`config.mk`:
```
export PLATFORM = sky130hd
export DESIGN_NAME = minute_hour_display
export DESIGN_NICKNAME = d
export VERILOG_FILES = /design/src/rtl/minute_hour_display.sv
export SDC_FILE = /design/constraint.sdc
export NUM_CORES = 1
export LEC_CHECK = 0
export CORE_MARGIN = 2
export CORE_UTILIZATION = 35
export CTS_BUF_LIST = sky130_fd_sc_hd__clkbuf_8
export DETAILED_ROUTE_END_ITERATION = 16
export PLACE_DENSITY_LB_ADDON = 0.2
export SYNTH_ARGS = -nofsm -noshare
export SYNTH_HDL_FRONTEND = slang
export SYNTH_SLANG_ARGS = --single-unit
export TNS_END_PERCENT = 5
```
`constraint.sdc`:
```
create_clock -name clk -period 2.2 [get_ports clk]
set_input_delay 0.66 -clock clk [delete_from_list [all_inputs] [get_ports clk]]
set_output_delay 0.66 -clock clk [all_outputs]
set_load 0.1 [all_outputs]
```
`src/rtl/minute_hour_display.sv`:
```
// Minute/hour BCD clock with rising-edge inputs and a four-digit multiplexed 7-segment scan.
// Define TWELVE_HOUR_EN for a 12-hour count (12,01..11) with a blanked leading hour zero.
module minute_hour_display #(
    parameter int unsigned SCAN_DIV = 1
) (
    input  logic       clk,
    input  logic       rst,
    input  logic       min_tick,
    input  logic       min_inc,
    input  logic       hour_inc,
    output logic       day_tick,
    output logic [7:0] seg_com,
    output logic [7:0] seg_data
);

    localparam int unsigned DIV_W = 8;

`ifdef TWELVE_HOUR_EN
    localparam logic [1:0] HR_T_RST = 2'd1;
    localparam logic [3:0] HR_O_RST = 4'd2;
`else
    localparam logic [1:0] HR_T_RST = 2'd0;
    localparam logic [3:0] HR_O_RST = 4'd0;
`endif

    logic             tick_q, minc_q, hinc_q, armed;
    logic [2:0]       min_t, min_t_nx;
    logic [3:0]       min_o, min_o_nx;
    logic [1:0]       hr_t, hr_t_nx;
    logic [3:0]       hr_o, hr_o_nx;
    logic [DIV_W-1:0] div_cnt;
    logic [1:0]       scan_idx;

    logic             tick_edge, minc_edge, hinc_edge;
    logic             min_adv, hr_adv, min_at_59, hr_at_last;
    logic [3:0]       digit;
    logic [7:0]       com_nx, data_nx;

    function automatic logic [7:0] seg_pat(input logic [3:0] d);
        case (d)
            4'd0:    seg_pat = 8'b1111_1100;
            4'd1:    seg_pat = 8'b0110_0000;
            4'd2:    seg_pat = 8'b1101_1010;
            4'd3:    seg_pat = 8'b1111_0010;
            4'd4:    seg_pat = 8'b0110_0110;
            4'd5:    seg_pat = 8'b1011_0110;
            4'd6:    seg_pat = 8'b1011_1110;
            4'd7:    seg_pat = 8'b1110_0000;
            4'd8:    seg_pat = 8'b1111_1110;
            4'd9:    seg_pat = 8'b1111_0110;
            default: seg_pat = 8'b0000_0000;
        endcase
    endfunction

    // Edge detect; armed suppresses a spurious edge for inputs already high at reset release
    always_comb begin
        tick_edge  = armed & min_tick & ~tick_q;
        minc_edge  = armed & min_inc & ~minc_q;
        hinc_edge  = armed & hour_inc & ~hinc_q;
        min_at_59  = (min_t == 3'd5) && (min_o == 4'd9);
`ifdef TWELVE_HOUR_EN
        hr_at_last = (hr_t == 2'd1) && (hr_o == 4'd1);
`else
        hr_at_last = (hr_t == 2'd2) && (hr_o == 4'd3);
`endif
        min_adv    = tick_edge | minc_edge;
        hr_adv     = hinc_edge | (tick_edge & min_at_59);
    end

    // Next BCD minute and hour values
    always_comb begin
        min_t_nx = min_t;
        min_o_nx = min_o + 4'd1;
        if (min_o == 4'd9) begin
            min_o_nx = 4'd0;
            min_t_nx = (min_t == 3'd5) ? 3'd0 : min_t + 3'd1;
        end
        hr_t_nx = hr_t;
        hr_o_nx = hr_o + 4'd1;
`ifdef TWELVE_HOUR_EN
        if ((hr_t == 2'd1) && (hr_o == 4'd2)) begin
            hr_t_nx = 2'd0;
            hr_o_nx = 4'd1;
        end else if (hr_o == 4'd9) begin
            hr_t_nx = 2'd1;
            hr_o_nx = 4'd0;
        end
`else
        if ((hr_t == 2'd2) && (hr_o == 4'd3)) begin
            hr_t_nx = 2'd0;
            hr_o_nx = 4'd0;
        end else if (hr_o == 4'd9) begin
            hr_t_nx = hr_t + 2'd1;
            hr_o_nx = 4'd0;
        end
`endif
    end

    // Digit mux for the current scan position
    always_comb begin
        com_nx = 8'hFF;
        digit  = 4'd0;
        case (scan_idx)
            2'd0: begin com_nx = 8'h7F; digit = min_o;               end
            2'd1: begin com_nx = 8'hBF; digit = 4'(min_t);          end
            2'd2: begin com_nx = 8'hDF; digit = hr_o;                end
            default: begin com_nx = 8'hEF; digit = 4'(hr_t);        end
        endcase
        data_nx = seg_pat(digit) | {7'b0, (scan_idx == 2'd2)};
`ifdef TWELVE_HOUR_EN
        if ((scan_idx == 2'd3) && (hr_t == 2'd0)) data_nx = 8'h00;
`endif
    end

    always_ff @(posedge clk or negedge rst) begin
        if (!rst) begin
            tick_q   <= 1'b0;
            minc_q   <= 1'b0;
            hinc_q   <= 1'b0;
            armed    <= 1'b0;
            min_t    <= 3'd0;
            min_o    <= 4'd0;
            hr_t     <= HR_T_RST;
            hr_o     <= HR_O_RST;
            day_tick <= 1'b0;
            div_cnt  <= '0;
            scan_idx <= 2'd0;
            seg_com  <= 8'hFF;
            seg_data <= 8'h00;
        end else begin
            tick_q   <= min_tick;
            minc_q   <= min_inc;
            hinc_q   <= hour_inc;
            armed    <= 1'b1;
            if (min_adv) begin
                min_t <= min_t_nx;
                min_o <= min_o_nx;
            end
            if (hr_adv) begin
                hr_t <= hr_t_nx;
                hr_o <= hr_o_nx;
            end
            day_tick <= tick_edge & min_at_59 & hr_at_last;
            if (div_cnt == DIV_W'(SCAN_DIV - 1)) begin
                div_cnt  <= '0;
                scan_idx <= scan_idx + 2'd1;
            end else begin
                div_cnt  <= div_cnt + DIV_W'(1);
            end
            seg_com  <= com_nx;
            seg_data <= data_nx;
        end
    end

endmodule

```
Word level (Yosys, flattened, before mapping) --
Memory sizes are Yosys's and may differ from the RTL's. Cells that the tools add are included.
Cells by class: $add $sub $neg 6, eq/ne operators 7, multiplexer cells 9, bitwise operators 14, reductions and logical operators 7
Operators with widths (count):
- $pmux W8 S3 | 1
- $mux W4 | 3
- $pmux W4 S3 | 1
- $add A4 B1 Y4 const B | 2
- $add A8 B1 Y8 const B | 1
- $and A1 B1 Y1 | 8
- $eq A4 B4 Y1 const B | 2
- $logic_not A8 Y1 | 1
- $mux W8 | 1
- $or A8 B1 Y8 | 1
- $add A2 B1 Y2 const B | 2
- $eq A2 B2 Y1 const B | 2
- $eq A4 B2 Y1 const B | 1
- $mux W2 | 2
- $reduce_and A2 Y1 | 2
- $add A3 B1 Y3 const B | 1
- $eq A3 B3 Y1 const B | 1
- $mux W3 | 1
- $not A1 Y1 | 3
- $eq A2 B1 Y1 const B | 1
- $logic_and A1 B1 Y1 | 2
- $logic_not A2 Y1 | 1
- $or A1 B1 Y1 | 2
- $reduce_bool A2 Y1 | 1
Storage, ports and cells: register bits 44, memory bits (read-only) 112, output and inout bits 17, memories kept 1
Memories:
- (no name shown) | depth 16, bits a word 7, rd ports 1, clocked after memory_dff 0, write ports 0, line 40 | case (d)

Longest topological paths before layout --
Gate-level depths: netlist of run 1.
depth after elaboration 5, gate-level depth with buffers 9

Least setup slack after synthesis of run 1 --
OpenSTA, ideal clock, no wires.
path kind reg2reg, from register scan_idx[0], to register seg_data[1], setup time 76 ps, data arrival time 1867 ps, data required time 2124 ps, slack 256 ps, cell stages (with the launch flop) 10, cell sequence dfrtp_1 inv_1 ha_1 a222oi_1 mux2_2 inv_1 ha_1 nor3_1 a21oi_1 o21ai_1
Between the ends: longest elaborated chain between the ends 4
Ends and longest elaborated chain:
- start, declared | line 32 | logic [1:0] scan_idx;
- start signal, assigned | line 146 | scan_idx <= scan_idx + 2'd1;
- $eq A2 B2 Y1, or another cell as far along | line 103 | case (scan_idx)
- $pmux W4 S3 (*) | line 103
- $mem_v2 Z16 W7 (*)
- $or A8 B1 Y8 (*) | line 109 | data_nx = seg_pat(digit) | {7'b0, (scan_idx == 2'd2)};
- named net data_nx[1] | line 37 | logic [7:0] com_nx, data_nx;
- end signal, assigned | line 151 | seg_data <= data_nx;
- end, declared | line 13 | output logic [7:0] seg_data
Mark *: on every way through the listed nets, which the timed path passes. The rest lies on a longest branch. A chain may end at the register's enable or synchronous reset.

Worst setup path after layout of run 1 --
from register scan_idx[0], to register seg_data[4]
Same word-level chain as after synthesis.

==> impl_metrics.toml, run 1 <==
[worst_setup_path]
path_common_cell = "inv_1"
reg2regPathDepth = 8
startpoint_type = "register"
reg2reg_slack_ns = 0.15
cp_max_fo = 3
required_ns = 2.38
critical-path-max-stage-delay_ns = 0.43
end_kind = "register"
worstPathCellList = "inv_1 -> ha_2 -> a222oi_1 -> mux2_4 -> inv_1 -> ha_1 -> o21ai_0 -> o21ai_1"
worstPathArrival_ns = 2.23
cp_slowest_cell = "a222oi_1"
path_class = "reg -> reg"
rr_startpoint = "scan_idx[0]"
reg2reg_to = "seg_data[4]"

[grt]
track_usage_pct = 12.59
grt-ovfl-total = 0
busiest_layer = "met2"
grt_pass1_wl_um = 6175
grt_max_degree = 41
use_met1_pct = 15.50
grtUsageMet2_pct = 20.85
met3_usage_pct = 2.727
grt_pass1_vias = 1374
antenna_found_initial = 0

[layout]
ff_latch_area_um2 = 1006
fin_nets = 228
multi_input_comb_area_um2 = 877.1
layout-drive-gt1-share_pct = 25.94
fillCellCount = 550
fin_util_pct = 44.03
area_growth_pct = 21.51
diodes = 0

[clock_network]
cts_tree = "yes"
clockBufferDepth = 2
clk_pin_slew_ns = 0.08
clk-insertion-delay-late_ns = 0.30
cts-root-buf = "clkbuf_8"
cts-htree-levels = 2
numCtsBuffers = 5
ctsHoldBuffers = 0
cts_sinks = 40

[worst_hold_path]
hp-class = "in -> async"

[logic_synthesis]
yosys.area_share.adder_pct = 7.571
synthMuxAreaShare_pct = 2.776
synthArstFlopShare_pct = 100.0
yosysWarningCount = 0
synth_seq_cells = 40
synth_compound_area_share_pct = 13.63
yosysUniqueCellTypes = 49
synth_ff_type = "dfrtp_1"
synth-simple-area-share_pct = 13.12
netlist_area_um2 = 1983
synth_seq_area_share_pct = 50.73
synth_xor_area_share_pct = 5.300
synth_cells = 179
syn_area_per_cell_um2 = 11.08
synth_edf_count = 0
synth_top_family_by_area = "compound AO/OA/AOI/OAI gates"

[detailed_routing]
vias = 1364
ant_nets = 0
first_pass_iters = 4
avgRoutedWirePerCell_um = 12.26
drt-initial-drc-count = 51
viasPerCell = 4.803
routed_wl_um = 3481
drc_errors = 0

[sta]
worst_pin_slew_ns = 0.5069
setup_viol = 0
timing.final.crit_share_pct = 93.34
fin_crit_ns = 2.054
maxSlewViolCount = 0
fmax_mhz = 487.0
finClkSkew_ns = 0.009562
slew_headroom_pct = 66.21
setup_tns_ns = 0
hold_viol = 0

[floorplanning]
start_util_pct = 36.24
rows = 27
die-width_um = 79.28
core-area_um2 = 5473
die_h_um = 79.28
die_area_um2 = 6285
ios = 22

[power_and_ir_drop]
ir_drop_uv = 968.7
p_leak_nw = 1.131
power.density_nw_per_um2 = 1188

[run]
drv_cap = 0

[placed_design]
hpwlAfterDp_um = 2472
place.gp.congestion = 0.7561
portBuffers = 17

[run_status]
status = "complete, no violations"
[final cells by class]
class	count	area share, %
tap	72	3.738
sequential	40	41.74
clock inverter	2	0.4154
multi-input combinational	116	36.40
inverter	19	2.960
timing repair buffer	29	11.32
clock buffer	6	3.427
[what timing repair did]
item                                    in CTS  in global routing
endpoints found under the setup margin       0                  6
setup buffers                                0                  2
gates resized for setup                      0                  7
[flip-flops by register name, summed over array words and instances, names as in the netlist]
signal    count
tick_q        1
min_t         3
seg_data      8
seg_com       4
armed         1
hinc_q        1
div_cnt       8
day_tick      1
hr_o          4
scan_idx      2
minc_q        1
hr_t          2
min_o         4
[cell usage in the layout (no fill, tap or decap), types with 2 or more instances in the layout]
master and instances:
nor2b_1 3, o2111ai_1 2, nor2_2 2, clkdlybuf4s50_1 3, xor2_1 3, o21ai_1 5, nand2b_1 2, inv_1 18
nand3_1 7, a21oi_1 4, a222oi_1 3, xnor2_1 9, mux2_2 3, o21ai_0 9, dfstp_2 4, buf_4 21
dfrtp_1 36, and4b_1 2, nor3_1 2, a21o_1 2, buf_12 4, nor4_1 2, ha_1 11, clkbuf_8 6
and3_1 4, nand2_1 7, nor3_2 2, clkinv_2 2, conb_1 5, nor2_1 5
[cells by family after synthesis]
family,count (synthesis)
adders and majority gates,12
muxes,5
xor gates and xnor gates,12
other,1
DFF,40
buffers and inverters,27
and+or+nand+nor,45
AOI/OAI and AO/OA,37
[worst max path at each step]
| stage | startpoint | depth (start not counted) | slack, ns | to |
|---|---|---|---|---|
| after detailed placement | min_tick | 6 | -0.03 | hr_t[1] |
| after CTS | scan_idx[0] | 9 | 0.07 | seg_data[1] |
| after global routing | scan_idx[0] | 9 | -0.007 | seg_data[4] |
| final | scan_idx[0] | 8 | 0.15 | seg_data[4] |
| after floorplan | scan_idx[0] | 9 | 0.26 | seg_data[1] |
| after global placement | min_tick | 6 | -0.02 | hr_t[1] |
[where the power goes]
part	internal (mW)	total (mW)	switching, mW
clock	0.250	0.508	0.257
sequential	0.911	1.08	0.172
combinational	0.408	1.27	0.863
total	1.57	2.86	1.29
[through the flow]
| step | hold WS (ns) | instance area [um2] | std cells | setup WS (ns) | power (mW) |
|---|---|---|---|---|---|
| CTS | 0.4422 | 2377 | 282 | 0.06574 | 2.853 |
| finish | 0.4166 | 2410 | 284 | 0.1465 | 2.862 |
| floorplan | 0.3644 | 1998 | 183 | 0.2562 | 2.076 |
| global placement | 0.4681 | 2285 | 274 | -0.01512 | 2.334 |
| detailed placement | 0.4702 | 2285 | 274 | -0.03424 | 2.341 |
| global route | 0.4641 | 2410 | 284 | -0.006909 | 3.064 |
[critical path: cells and delay by family (launching register included)]
kind	cells	cell delay [ns]
AOI/OAI and AO/OA	3	0.70
adders and majority gates	2	0.47
DFF	1	0.38
muxes	1	0.24
buffers and inverters	2	0.15
[routing by layer]
metal,vias up,share of wire (%)
li1,681,-
met1,653,46
met2,22,49
met3,8,3.6
met4,0,2.2
met5,-,0
[synthesized netlist by cell type, types with 3 or more instances]
cell type   n  area [um2]
nor3_1      3       15.01
ha_1       12       150.1
buf_4       4       30.03
o21ai_1     4       20.02
inv_1      19       71.32
dfstp_2     4       105.1
nand2_1     7       26.28
xnor2_1     9       78.83
xor2_1      3       26.28
a222oi_1    3       30.03
and3_1      4       25.02
nand3_1     7       35.03
mux2_2      4       45.04
nor2_1      6       22.52
dfrtp_1    36       900.9
o21ai_0    10       50.05
nor2b_1     3       18.77
a21oi_1     4       20.02
Power figures use the tool's default switching activity.
==> run 2, diff against run 1 <==
--- a/config.mk
+++ b/config.mk
@@ -5,6 +5,9 @@
 export SDC_FILE = /design/constraint.sdc
 export NUM_CORES = 1
 export LEC_CHECK = 0
+export CELL_PAD_IN_SITES_DETAIL_PLACEMENT = 0
+export CELL_PAD_IN_SITES_GLOBAL_PLACEMENT = 1
+export CORE_ASPECT_RATIO = 1.1
 export CORE_MARGIN = 2
 export CORE_UTILIZATION = 35
 export CTS_BUF_LIST = sky130_fd_sc_hd__clkbuf_8
==> run 2 against run 1 <==
Global-route usage is 0.58 points higher. Fmax grew 0.50%. Hold slack worse by 0.080 ns. Clock skew is 0.00083 ns lower. Power up 2.3%. Sequential cell count stayed put. Design area hardly changed. Via count down 1.9%. Routed wire length is 3.8% higher. Critical path type unchanged. Largest power group unchanged. Highest routed layer unchanged.
==> impl_metrics.toml, run 2 (synthesis gave the netlist of run 1 again) <==
[worst_setup_path]
cp_max_fo = 5
reg2regPathDepth = 9
worstPathArrival_ns = 2.22
startpoint_type = "register"
end_kind = "register"
required_ns = 2.37
path_class = "reg -> reg"

[detailed_routing]
vias = 1338
drt-initial-drc-count = 63
first_pass_iters = 4
ant_nets = 0
routed_wl_um = 3615
drc_errors = 0
viasPerCell = 4.695
avgRoutedWirePerCell_um = 12.68

[sta]
maxSlewViolCount = 0
worst_pin_slew_ns = 0.5083
timing.final.crit_share_pct = 92.88
rsz0062_at_grt = "no"
setup_tns_ns = 0
fin_crit_ns = 2.043
hold_ws_ns = 0.3362
finClkSkew_ns = 0.008729
fmax_mhz = 489.4
setup_viol = 0
hold_viol = 0
slew_headroom_pct = 66.11

[clock_network]
clk_pin_slew_ns = 0.08
clk-insertion-delay-late_ns = 0.29
cts-root-buf = "clkbuf_8"
cts_tree = "yes"
cts-htree-levels = 2
ctsHoldBuffers = 0
cts_sinks = 40
numCtsBuffers = 5
clockBufferDepth = 2

[placed_design]
place.gp.congestion = 0.7552
hpwlAfterDp_um = 2680
portBuffers = 17

[run]
drv_cap = 0

[power_and_ir_drop]
clkPwrFrac_pct = 19.8
power.density_nw_per_um2 = 1215
p_int_mw = 1.639
power_frac_seq_pct = 37.7
comb_power_share_pct = 42.6
power_mw = 2.928
ir_drop_uv = 577.1
p_switching_mw = 1.289
p_leak_nw = 1.134
switching_share_pct = 44.03

[floorplanning]
core-area_um2 = 5430
ios = 22
rows = 28
die_h_um = 82.95
die_area_um2 = 6285
start_util_pct = 36.52
die-width_um = 75.77

[grt]
grt-ovfl-total = 0
grt_max_degree = 22
grt_pass1_wl_um = 6458
grt_pass1_vias = 1449
track_usage_pct = 13.17
antenna_found_initial = 0

[worst_hold_path]
hp-class = "in -> async"

[layout]
layout-drive-gt1-share_pct = 23.81
diodes = 0
layout_commonest_cell = "dfrtp_1"
area_growth_pct = 21.58
largest_registers = "div_cnt: 8 flops, seg_data: 8 flops"
most-common-layout-cells = "dfrtp_1 (36), inv_1 (20), buf_4 (19)"
fin_nets = 226

[run_status]
status = "complete, no violations"
[run 2: cell types whose count changed in the layout (fill, tap and decap cells not counted), sizes merged]
| cell | previous run | this run |
|---|---|---|
| inv | 19 | 20 |
| clkinv | 2 | 1 |
| clkbuf | 6 | 5 |
| buf | 26 | 24 |
| bufinv | 0 | 1 |
[run 2: power by group through the flow]
stage,clock [mW],sequential (mW),combinational [mW]
finish,0.579,1.10,1.25
global route,0.632,1.14,1.36
floorplan,0,1.50,0.576
detailed placement,0,1.12,1.23
global placement,0,1.11,1.22
CTS,0.600,1.10,1.23
[run 2: through the flow]
stage	instance area (um2)	setup slack [ns]	cells	utilization (%)
finish	2411	0.1566	285	44.40
global route	2411	0.03541	285	44.40
detailed placement	2288	-0.09421	277	42.14
floorplan	1998	0.2562	183	-
global placement	2288	-0.01571	277	42.14
CTS	2396	0.09864	285	44.12
[run 2: cell type report]
type / count / area [um2]
clock buffer: 5 / 68.82
clock inverter: 3 / 38.79
fill: 506 / 3019
inverter: 19 / 71.32
multi-input combinational: 116 / 874.6
sequential: 40 / 1006
tap: 75 / 93.84
timing repair buffer: 27 / 257.7
[run 2: final timing paths]
kind | startpoint | end | slack (ns)
min reg2reg | div_cnt[7] | div_cnt[7] | 0.49
max | scan_idx[0] | seg_data[7] | 0.16
min in group clk | div_cnt[7] | div_cnt[7] | 0.49
max in group asynchronous | rst | seg_com[5] | 1.26
min | rst | hr_t[0] | 0.34
max reg2reg | scan_idx[0] | seg_data[7] | 0.16
[run 2: layer usage]
layer  GRT usage [%]  up-vias  share of wire (%)
met4           4.306        0               0.77
met1           16.04      645                 46
met2           21.87       19                 50
li1                -      672                  -
met5               0        -                  0
met3           3.641        2                3.0
[run 2: repair_timing]
item,CTS,global route
setup endpoints to repair,0,4
buffers inserted,0,0
resized for setup,0,5
[run 2: worst max-delay path: stages (launching register included)]
cell and delay, ns:
dfrtp_1 0.38, inv_1 0.10, ha_2 0.21, a222oi_1 0.45, mux2_4 0.24, buf_4 0.13, ha_1 0.13, o21ai_0 0.10
o21ai_0 0.11, o21ai_1 0.08
